$ cat src/rtl/dlfloat16_issue_ctrl.sv
// Single-issue sequencer for the DLFloat16 FPU: latches one request, launches it,
// waits the class latency, captures result/flags and holds them on a valid/ready port.
module dlfloat16_issue_ctrl #(
    parameter int unsigned LAT_ADDSUB = 2,
    parameter int unsigned LAT_MUL    = 2,
    parameter int unsigned LAT_DIV    = 8,
    parameter int unsigned LAT_SQRT   = 8,
    parameter int unsigned LAT_MAC    = 3,
    parameter int unsigned LAT_MISC   = 1
) (
    input  logic        clk,
    input  logic        rst,
    input  logic        in_valid,
    output logic        in_ready,
    input  logic [31:0] in_instr,
    input  logic [31:0] in_op1,
    input  logic [31:0] in_op2,
    input  logic [31:0] in_op3,
    output logic [31:0] fpu_instr,
    output logic [31:0] fpu_op1,
    output logic [31:0] fpu_op2,
    output logic [31:0] fpu_op3,
    output logic        fpu_start,
    input  logic [31:0] fpu_result,
    input  logic [4:0]  fpu_excep,
    output logic        out_valid,
    input  logic        out_ready,
    output logic [31:0] out_result,
    output logic [4:0]  out_excep,
    output logic [4:0]  fflags,
    input  logic        fflags_clr,
    output logic        busy
);

    typedef enum logic [2:0] {
        IDLE,
        START,
        WAIT,
        CAPT,
        DONE
    } state_t;

    state_t     state, state_nx;
    logic [3:0] cnt, cnt_nx;
    logic [3:0] cls_lat;
    logic       cls_legal;
    logic       accept;
    logic       retire;

    always_comb begin
        cls_lat   = 4'd1;
        cls_legal = 1'b1;
        case (in_instr[3:0])
            4'd0, 4'd1:               cls_lat = 4'(LAT_ADDSUB);
            4'd2:                     cls_lat = 4'(LAT_MUL);
            4'd3:                     cls_lat = 4'(LAT_DIV);
            4'd4:                     cls_lat = 4'(LAT_SQRT);
            4'd5, 4'd6:               cls_lat = 4'(LAT_MAC);
            4'd7, 4'd8, 4'd9, 4'd10:  cls_lat = 4'(LAT_MISC);
            default:                  cls_legal = 1'b0;
        endcase
    end

    assign in_ready  = (state == IDLE) && !rst;
    assign fpu_start = (state == START);
    assign out_valid = (state == DONE);
    assign busy      = (state != IDLE);
    assign accept    = in_valid && in_ready;
    assign retire    = out_valid && out_ready;

    // Counter holds the cycles still owed before the FPU result is valid;
    // CAPT is entered on the cycle the count would reach one.
    always_comb begin
        state_nx = state;
        cnt_nx   = cnt;
        case (state)
            IDLE: begin
                if (in_valid) begin
                    if (cls_legal) begin
                        state_nx = START;
                        cnt_nx   = cls_lat;
                    end else begin
                        state_nx = DONE;
                    end
                end
            end
            START: begin
                if (cnt == 4'd1) begin
                    state_nx = CAPT;
                end else begin
                    state_nx = WAIT;
                    cnt_nx   = cnt - 4'd1;
                end
            end
            WAIT: begin
                if (cnt == 4'd1) begin
                    state_nx = CAPT;
                end else begin
                    cnt_nx = cnt - 4'd1;
                end
            end
            CAPT: state_nx = DONE;
            DONE: begin
                if (out_ready) begin
                    state_nx = IDLE;
                end
            end
            default: state_nx = IDLE;
        endcase
    end

    always_ff @(posedge clk) begin
        if (rst) begin
            state <= IDLE;
            cnt   <= '0;
        end else begin
            state <= state_nx;
            cnt   <= cnt_nx;
        end
    end

    always_ff @(posedge clk) begin
        if (rst) begin
            fpu_instr  <= '0;
            fpu_op1    <= '0;
            fpu_op2    <= '0;
            fpu_op3    <= '0;
            out_result <= '0;
            out_excep  <= '0;
            fflags     <= '0;
        end else begin
            if (accept) begin
                fpu_instr <= in_instr;
                fpu_op1   <= in_op1;
                fpu_op2   <= in_op2;
                fpu_op3   <= in_op3;
            end
            // Illegal classes retire immediately as an invalid-operation result.
            if (accept && !cls_legal) begin
                out_result <= '0;
                out_excep  <= 5'b10000;
            end else if (state == CAPT) begin
                out_result <= fpu_result;
                out_excep  <= fpu_excep;
            end
            if (retire) begin
                fflags <= (fflags_clr ? 5'b00000 : fflags) | out_excep;
            end else if (fflags_clr) begin
                fflags <= '0;
            end
        end
    end

endmodule

$ cat config.mk
export PLATFORM = sky130hd
export DESIGN_NAME = dlfloat16_issue_ctrl
export DESIGN_NICKNAME = d
export VERILOG_FILES = /design/src/rtl/dlfloat16_issue_ctrl.sv
export SDC_FILE = /design/constraint.sdc
export NUM_CORES = 1
export LEC_CHECK = 0
export CORE_AREA = 2 2 135 137
export DETAILED_ROUTE_END_ITERATION = 8
export DIE_AREA = 0 0 137 139
export PLACE_DENSITY = 0.84
export SETUP_SLACK_MARGIN = 0.05
export SYNTH_ARGS = -nofsm -noshare
export SYNTH_HDL_FRONTEND = slang
export SYNTH_SLANG_ARGS = --single-unit
$ cat constraint.sdc
create_clock -name clk -period 2.1 [get_ports clk]
set_input_delay 0.315 -clock clk [delete_from_list [all_inputs] [get_ports clk]]
set_output_delay 0.315 -clock clk [all_outputs]
set_load 0.02 [all_outputs]
==> summary by stage, run 1 <==
Run status
The flow ran to the end, and the final reports show no timing, DRC or antenna violations.

Finish
Of the cells placed in the final design, the portion with a size suffix greater than 1 is around 6%. The library cells used most frequently in the layout, excluding fill and tap cells, are sky130_fd_sc_hd__clkdlybuf4s50_1 (339), sky130_fd_sc_hd__nand2_1 (336), sky130_fd_sc_hd__dfxtp_1 (174). The leading cell type in the layout, fill and taps excluded is sky130_fd_sc_hd__clkdlybuf4s50_1. The layout overhead on the synthesized area is 68.3%.

After the last flow step, the layout net total stands at around 1,300.

Timing
The maximum clock frequency is 538 MHz. The transition at the pin with the smallest max-transition slack is around 0.56 ns. Setup violations remaining at the end of the flow were counted as 0. The worst pin sits at a relative slew slack of a little over three fifths.

The post-route fraction of the period consumed by the critical path is around nine tenths. In the final timing run, aggregate negative setup slack is 0 ns. On the final layout, the worst hold slack is 0.423 ns.

The clock period minus worst slack is between 1.5 and 2 ns. The hold violation total from the final report is 0. The clock arrives with 0.00874 ns of skew. The final number of max-transition violations is 0. Once routing completed, OpenROAD measured the worst setup slack at between 0.2 and 0.25 ns. Setup repair after global routing left no endpoint under its margin.

Critical path
Across all register-to-register paths, the minimum setup slack is around 0.26 ns. In this design, the stage delay of the slowest critical-path cell is ~0.47 ns. The critical path crosses 2 cells after its start point. The startpoint identified for the worst register-to-register timing path is cnt[0]$_SDFFE_PP0P_. The kind of cell with the highest combined delay along the critical path is flip-flops. Traced cell by cell, the critical path runs through nor3b_1 > dlygate4sd2_1. Along the worst path, the maximum fanout reaches 9. Together, buffers and inverters on the worst path number 1. The worst setup path is launched from a flip-flop.

The data arrival time of the worst path is around 1.5 ns. The cell depth of the worst flop-to-flop path is 5. The worst register-to-register path ends at cnt[0]$_SDFFE_PP0P_.

STA classifies the critical path endpoint as an output port. The critical setup path kind is reg2out. The cell with the largest stage delay on the worst path is sky130_fd_sc_hd__dfxtp_2.

The critical path data required time is between 1.5 and 2 ns.

Power
In this run switching power makes up between 20% and 30% of total power. The peak supply drop is 0.557 mV. The clock network is responsible for between 30% and 40% of the overall power. The switching power is approximately 2.6 mW.

The power density over cell area is approximately 850 nW/um^2. Of the total power, registers draw a little over two fifths. The analysis attributes to cell leakage a power of 4.52 nW. The internal power is 6.58 mW.

The share of power burned in combinational logic is between 20 and 25%.

Clocking
The longest clock path from root to sink contains 2 buffers. The source-to-sink clock delay at the later pin of the worst-skew pair is roughly 0.43 ns. TritonCTS built the clock tree. The buffer type at the clock tree root is sky130_fd_sc_hd__clkbuf_16. The clock sink count is 177. The number of clock buffers added by TritonCTS is 17. The clock-pin slew on the worst setup and hold paths is around 0.070 ns.

The CTS H-tree depth is 4.

Yosys
The total of flip-flops plus latches after synthesis is 177. Summing the areas of all xor and xnor instances in the mapped netlist gives less than 1% of the synthesized area. After synthesis, the share of cell area in mux cells is less than 1%. Counting flops with a built-in enable in the synthesized netlist gives 0. The synthesized netlist devotes ~6% of its cell area to compound gates. By area, the combinational part of the netlist is dominated by simple AND/OR/NAND/NOR gates. After Yosys synthesis, and, or, nand and nor cells account for approximately a third of the synthesized area. The synthesized-area fraction occupied by adder cells is 0.391%. The post-synthesis async set-or-reset flop share is 0%. Synthesis produced 810 cells. The netlist uses 40 different library cells. Averaged over all synthesized cells, the footprint is 7.89 um^2. The commonest register cell after synthesis is sky130_fd_sc_hd__dfxtp_1.

The number of nets handed over by synthesis was about 980. Yosys printed 0 warnings. After synthesis, flip-flops and latches occupy between 50% and 60% of the total area. The post-synthesis instance area is about 6400 um^2.

Drt
Dividing the detail-routed via count by the number of cells gives between 4 and 5. The number of design-rule violations left by the first detailed-router iteration is between 200 and 300. The detailed-route via count is 6,653. The first detailed-routing pass took 4 iterations. The count of antenna-violating nets left after detailed routing is 0.

The detailed-route DRC error count is 0. Dividing the detail-routed wire length by the instance count gives approximately 15 um. Wires add up to 20,900 um.

Worst hold path
The tightest min-delay check is of the in2reg type. The hold path endpoint is fpu_op1[16]$_SDFFE_PP0N_. The worst hold path passes through 3 cells. In this run the most critical hold path is launched from in_op1[16].

Global routing
The final global-route overflow total is 0. The number of antenna violations at the first check in global routing came to 1. The global-route total usage across every layer is a little over a fifth.

The number of global-route vias before repair came to 6,571. The pin count of the biggest net entering global routing is 67. The first global-routing pass estimated ~32,000 um of wire.

Floorplan
For this configuration, the core starts out at a cell density of 36.2%. The die is 139 um tall. The die outline width is ~140 um.

The floorplan has between 40 and 50 rows. The core footprint is 17,700 um^2. around 340 I/O pins were placed. The die covers ~19,000 um^2.

Placement
OpenSTA, run right after detailed placement, puts the worst setup slack at roughly 0.13 ns. At the end of routability-driven placement, the weighted congestion stood at roughly 0.83. The number of port buffers is 343. The detailed placement HPWL is about 15,000 um.

Job
Across the run, the number of max-cap violations was 0.
==> layer usage <==
metal	vias to the layer above	track usage (%)	part of all wire, %
met3	54	8.15	10
met1	3002	22.9	37
met5	-	0	0
li1	3290	-	-
met2	307	36.3	49
met4	0	11.2	3.6
==> kinds of logic after synthesis <==
logic type / Yosys count
xor+xnor: 1
buf+inv: 63
simple gates: 502
mux: 1
fa+ha+maj: 2
compound gates: 64
flops: 177
==> power groups by stage <==
stage          clock network, mW  logic, mW  registers (mW)
4_1_cts                     3.42       2.01            3.82
3_5_place_dp                   0       2.00            3.89
3_3_place_gp                   0       1.97            3.87
2_1_floorplan                  0      0.577            4.20
6_report                    3.34       2.00            3.81
5_1_grt                     3.55       2.14            3.85
==> how the worst max path moves through the flow <==
stage                          startpoint                           to
CTS                 state[0]$_SDFFE_PP0P_                    fpu_start
floorplan           state[1]$_SDFFE_PP0P_  out_result[10]$_SDFFE_PP0P_
detailed placement            in_instr[1]          cnt[1]$_SDFFE_PP0P_
global placement                      rst                     in_ready
global route          cnt[0]$_SDFFE_PP0P_          cnt[0]$_SDFFE_PP0P_
finish              state[0]$_SDFFE_PP0P_                    fpu_start
==> registers in the layout, summed over array words and instances, names as in the netlist <==
| register | cells |
|---|---|
| out_result | 32 |
| out_excep | 5 |
| fflags | 5 |
| fpu_instr | 32 |
| fpu_op3 | 32 |
| cnt | 4 |
| fpu_op2 | 32 |
| fpu_op1 | 32 |
| state | 3 |
==> synthesized netlist by cell type, types with 2 or more instances <==
cell type	instances	share of area, %
sky130_fd_sc_hd__a21o_1	3	0.35
sky130_fd_sc_hd__and2_1	2	0.20
sky130_fd_sc_hd__clkbuf_1	23	1.4
sky130_fd_sc_hd__or2_2	2	0.20
sky130_fd_sc_hd__inv_1	4	0.23
sky130_fd_sc_hd__nand2_1	337	20
sky130_fd_sc_hd__buf_2	34	2.7
sky130_fd_sc_hd__nor3_1	4	0.31
sky130_fd_sc_hd__ha_1	2	0.39
sky130_fd_sc_hd__a31oi_1	2	0.20
sky130_fd_sc_hd__dfxtp_1	177	55
sky130_fd_sc_hd__nand3_1	128	10
sky130_fd_sc_hd__o32ai_1	2	0.27
sky130_fd_sc_hd__a21oi_1	44	3.4
sky130_fd_sc_hd__nor3b_1	3	0.35
sky130_fd_sc_hd__nor2_1	11	0.65
sky130_fd_sc_hd__nor2b_1	5	0.49
sky130_fd_sc_hd__o22a_1	2	0.27
sky130_fd_sc_hd__a211oi_1	2	0.23
sky130_fd_sc_hd__nand3b_1	3	0.35
==> what timing repair did <==
item / in CTS / in global routing
setup buffers: 0 / 0
endpoints found under the setup margin: 4 / 0
gates resized for setup: 7 / 0
hold buffers: 0 / 0
==> stage by stage <==
stage          util [%]  area (um^2)  power, mW  cells
2_1_floorplan         -         6390       4.78    810
3_3_place_gp       57.4        10100       5.85   1349
3_5_place_dp       57.4        10100       5.89   1349
4_1_cts            60.9        10800       9.25   1381
5_1_grt            60.9        10800       9.54   1382
6_report           60.9        10800       9.15   1382
==> cell type report <==
| type | instances | area, um^2 |
|---|---|---|
| antenna | 1 | 2.50 |
| clock buffer | 19 | 443 |
| clock inverter | 13 | 175 |
| fill | 1504 | 6900 |
| inverter | 5 | 21.3 |
| multi-input combinational | 570 | 2580 |
| sequential | 177 | 3550 |
| tap | 229 | 287 |
| timing repair buffer | 368 | 3700 |
==> tightest hold or removal path, stage by stage <==
cell                              delay [ns]
sky130_fd_sc_hd__clkdlybuf4s50_1        0.40
sky130_fd_sc_hd__nand2_1                0.05
sky130_fd_sc_hd__nand2_1                0.04
(Power assumes the default switching activity.)
==> run 2, diff against run 1 <==
--- a/config.mk
+++ b/config.mk
@@ -5,9 +5,9 @@
 export SDC_FILE = /design/constraint.sdc
 export NUM_CORES = 1
 export LEC_CHECK = 0
-export CORE_AREA = 2 2 135 137
+export CORE_MARGIN = 2
+export CORE_UTILIZATION = 35
 export DETAILED_ROUTE_END_ITERATION = 8
-export DIE_AREA = 0 0 137 139
 export PLACE_DENSITY = 0.84
 export SETUP_SLACK_MARGIN = 0.05
 export SYNTH_ARGS = -nofsm -noshare
==> constraint.sdc (replaced) <==
create_clock -name clk -period 1.7 [get_ports clk]
set_input_delay 0.255 -clock clk [delete_from_list [all_inputs] [get_ports clk]]
set_output_delay 0.255 -clock clk [all_outputs]
set_load 0.02 [all_outputs]
==> run 2 against run 1 <==
Compared with the run above:
- design area increased by 4.3%
- hold slack worse by 0.056 ns
- critical path depth rose by 1
- sequential power up 23%
- setup slack got worse by 0.21 ns
- clock skew is 0.0068 ns higher
- cell count increased by 0.94%
- wire length grew 5.2%
- register-to-register slack got worse by 0.18 ns
- clock power is 15% higher
- first-iteration DRC count rose by 30%
- core utilization increased by 1.6 points
- critical endpoint is now busy
- highest routed layer unchanged
==> summary by stage, run 2 (synthesis results as in run 1) <==
Floorplan
The y dimension of the die is 139 um (+0.11%). The area of the die is 19,400 um^2 (+1.7%). The die outline width is 139 um (+1.6%). The site row count is 49 (unchanged). The count of boundary I/O pins is 344 (unchanged). The starting density of the core came to 35.6% (-0.62 points). The core footprint came to 18,000 um^2 (+1.7%).

Timing
The worst setup slack after layout is 0.0346 ns (-0.207 ns). The transition at the pin with the smallest max-transition slack is 0.407 ns (-0.151 ns). The final number of max-transition violations is 0 (unchanged). Setup repair after global routing could not meet its margin everywhere.

The hold violation total from the final report was 0 (unchanged). The final-layout setup total negative slack is 0 ns (unchanged). The number of failing setup endpoints in the final timing report is 0 (unchanged). The clock period could shrink to 1.67 ns. The maximum clock frequency is 600 MHz.

The maximum clock skew at final layout was 0.0156 ns (+0.00682 ns). After layout, the worst path uses a little over nine tenths of the clock period. The worst slew slack as a fraction of its limit came to 72.8% (+10 points).

Clocking
The clock-pin slew on the worst setup and hold paths was 0.07 ns (about the same). The TritonCTS clock tree is yes. The CTS H-tree depth is 4 (unchanged). The clock tree buffer depth is 2 (unchanged). The count of hold-fix buffers inserted at cts is 0 (unchanged). The clock sink count is 177 (unchanged). The source-to-sink clock delay at the later pin of the worst-skew pair is 0.42 ns (about the same). The number of clock buffers inserted by TritonCTS is 17 (unchanged).

The buffer type at the clock tree root is sky130_fd_sc_hd__clkbuf_16.

Finish
The leading cell type in the layout, fill and taps excluded is sky130_fd_sc_hd__nand2_1. The flip-flop and latch area is 3560 um^2 (+0.28%). The share of post-route cells with drive strength above 1 is 8.15% (+2.2 points). The number of nets in the layout was 1,325 (+1.1%). The post-layout utilization of the core is 62.5% (+1.6 points). The fill cell total of the finished layout is 1,485 (-1.3%).

The total area of multi-input combinational cells is 2640 um^2 (+2.3%). The layout overhead on the synthesized area is 75.6%. The antenna cell count is 0 (-1). In the layout the commonest cells are sky130_fd_sc_hd__nand2_1 (336), sky130_fd_sc_hd__clkdlybuf4s50_1 (191), sky130_fd_sc_hd__dfxtp_1 (172).

Global routing
The number of global-route vias before repair is 6,360 (-3.2%). The number of antenna violations at the first check in global routing was 0 (-1). The global-route wire length before repair is 33,100 um (+2.3%).

The global-route total usage across every layer is 21.1% (-0.30 points). The pin count of the biggest net entering global routing is 70 (+4.5%). The final global-route overflow total is 0 (unchanged).

Critical path
STA classifies the critical path startpoint as a flip-flop. The largest fanout on the critical path is 5 (-4). The setup path with the least slack is of type reg2out.

The worst setup path is captured at an output port. The critical path data required time was 1.44 ns (-0.34 ns). The data arrival time of the worst path came to 1.41 ns (-0.13 ns). The cell depth of the worst flop-to-flop path is 6 (+1).

Drt
The first-pass iteration count of the detailed router is 4 (unchanged). The routed via count divided by cell count is 4.82 (+0.11%). The detail-routed net length per standard cell is 15.8 um (+4.3%). The detailed-route via count is 6,723 (+1.1%). The detailed-route DRC error count is 0 (unchanged). The number of design-rule violations left by the first detailed-router iteration is 339 (+30%).

The count of antenna-violating nets left after detailed routing is 0 (unchanged). The aggregate routed wire length is 22,000 um (+5.2%).

Placement
The global placer's final weighted congestion was 0.814 (-2.4%). The number of port buffers was 343 (unchanged). The detailed placement HPWL was 15,400 um (+2.0%). The worst-case setup slack after placement came to -0.383 ns (-0.515 ns).

Power
The switching share of power is 30.1% (+2.1 points). The internal power is 7.76 mW (+18%). The overall power consumption is 11.1 mW (+21%). The switching power was 3.34 mW (+30%). The peak supply drop is 0.737 mV (+32%). The relative contribution of sequential cells to total power is 42.4% (+0.7 points).

The leakage power is 6.59 nW (+46%). The share of power burned in combinational logic is 23.0% (+1.2 points). The power density over cell area came to 989 nW/um^2 (+16%).

The power share of the clock group came to 34.7% (-1.8 points).

Job
The number of maximum-capacitance violations was 0 (unchanged).

Run status
The run finished with clean final reports.

Worst hold path
The min-delay analysis places its worst path in the category in2reg. The number of cells on the worst hold path is 3 (unchanged).
==> run 2: stage by stage <==
stage	hold slack, ns	instances	instance area [um^2]
finish	0.367	1395	11200
global route	0.357	1395	11200
CTS	0.347	1394	10900
detailed placement	0.444	1361	10300
global placement	0.440	1361	10300
floorplan	0.328	810	6400
==> run 2: layout make-up <==
class / count / area share (%)
Inverter: 5 / 0.189
Clock buffer: 18 / 3.91
Clock inverter: 14 / 1.29
Tap cell: 229 / 2.55
Sequential cell: 177 / 31.7
Timing Repair Buffer: 382 / 36.9
Multi-Input combinational cell: 570 / 23.5
==> run 2: final timing paths <==
check,endpoint,from,slack [ns]
hold / removal,fpu_op3[9]$_SDFFE_PP0N_,in_op3[9],0.37
setup reg to reg,cnt[0]$_SDFFE_PP0P_,state[0]$_SDFFE_PP0P_,0.08
hold reg to reg,fpu_op1[1]$_SDFFE_PP0N_,fpu_op1[1]$_SDFFE_PP0N_,0.45
setup / recovery,busy,state[2]$_SDFFE_PP0P_,0.03
==> run 2: critical path: stages, from the launching register on <==
cell and delay [ns]:
sky130_fd_sc_hd__dfxtp_4 0.38, sky130_fd_sc_hd__buf_6 0.12, sky130_fd_sc_hd__or3_4 0.37, sky130_fd_sc_hd__buf_6 0.14
==> run 2: metal layers <==
layer / track usage [%] / up-vias / part of all wire (%) / wire length (um)
met1: 24.8 / 3114 / 40 / 8760
met3: 5.01 / 50 / 5.4 / 1190
li1: - / 3326 / - / -
met4: 8.67 / 0 / 3.5 / 774
met5: 0 / - / 0 / 0
met2: 37.0 / 233 / 51 / 11300
==> run 2: power by group through the flow <==
stage	Combinational, mW	Sequential [mW]	Clock, mW
2_1_floorplan	0.716	5.19	0
3_3_place_gp	2.54	4.78	0
3_5_place_dp	2.58	4.80	0
4_1_cts	2.56	4.70	3.93
5_1_grt	2.72	4.75	4.13
6_report	2.55	4.70	3.85
==> run 2: timing repair <==
action / CTS / global route
setup buffers: 1 / 2
resized for setup: 63 / 123
endpoints found under the setup margin: 45 / 147
pin swaps: 3 / 4
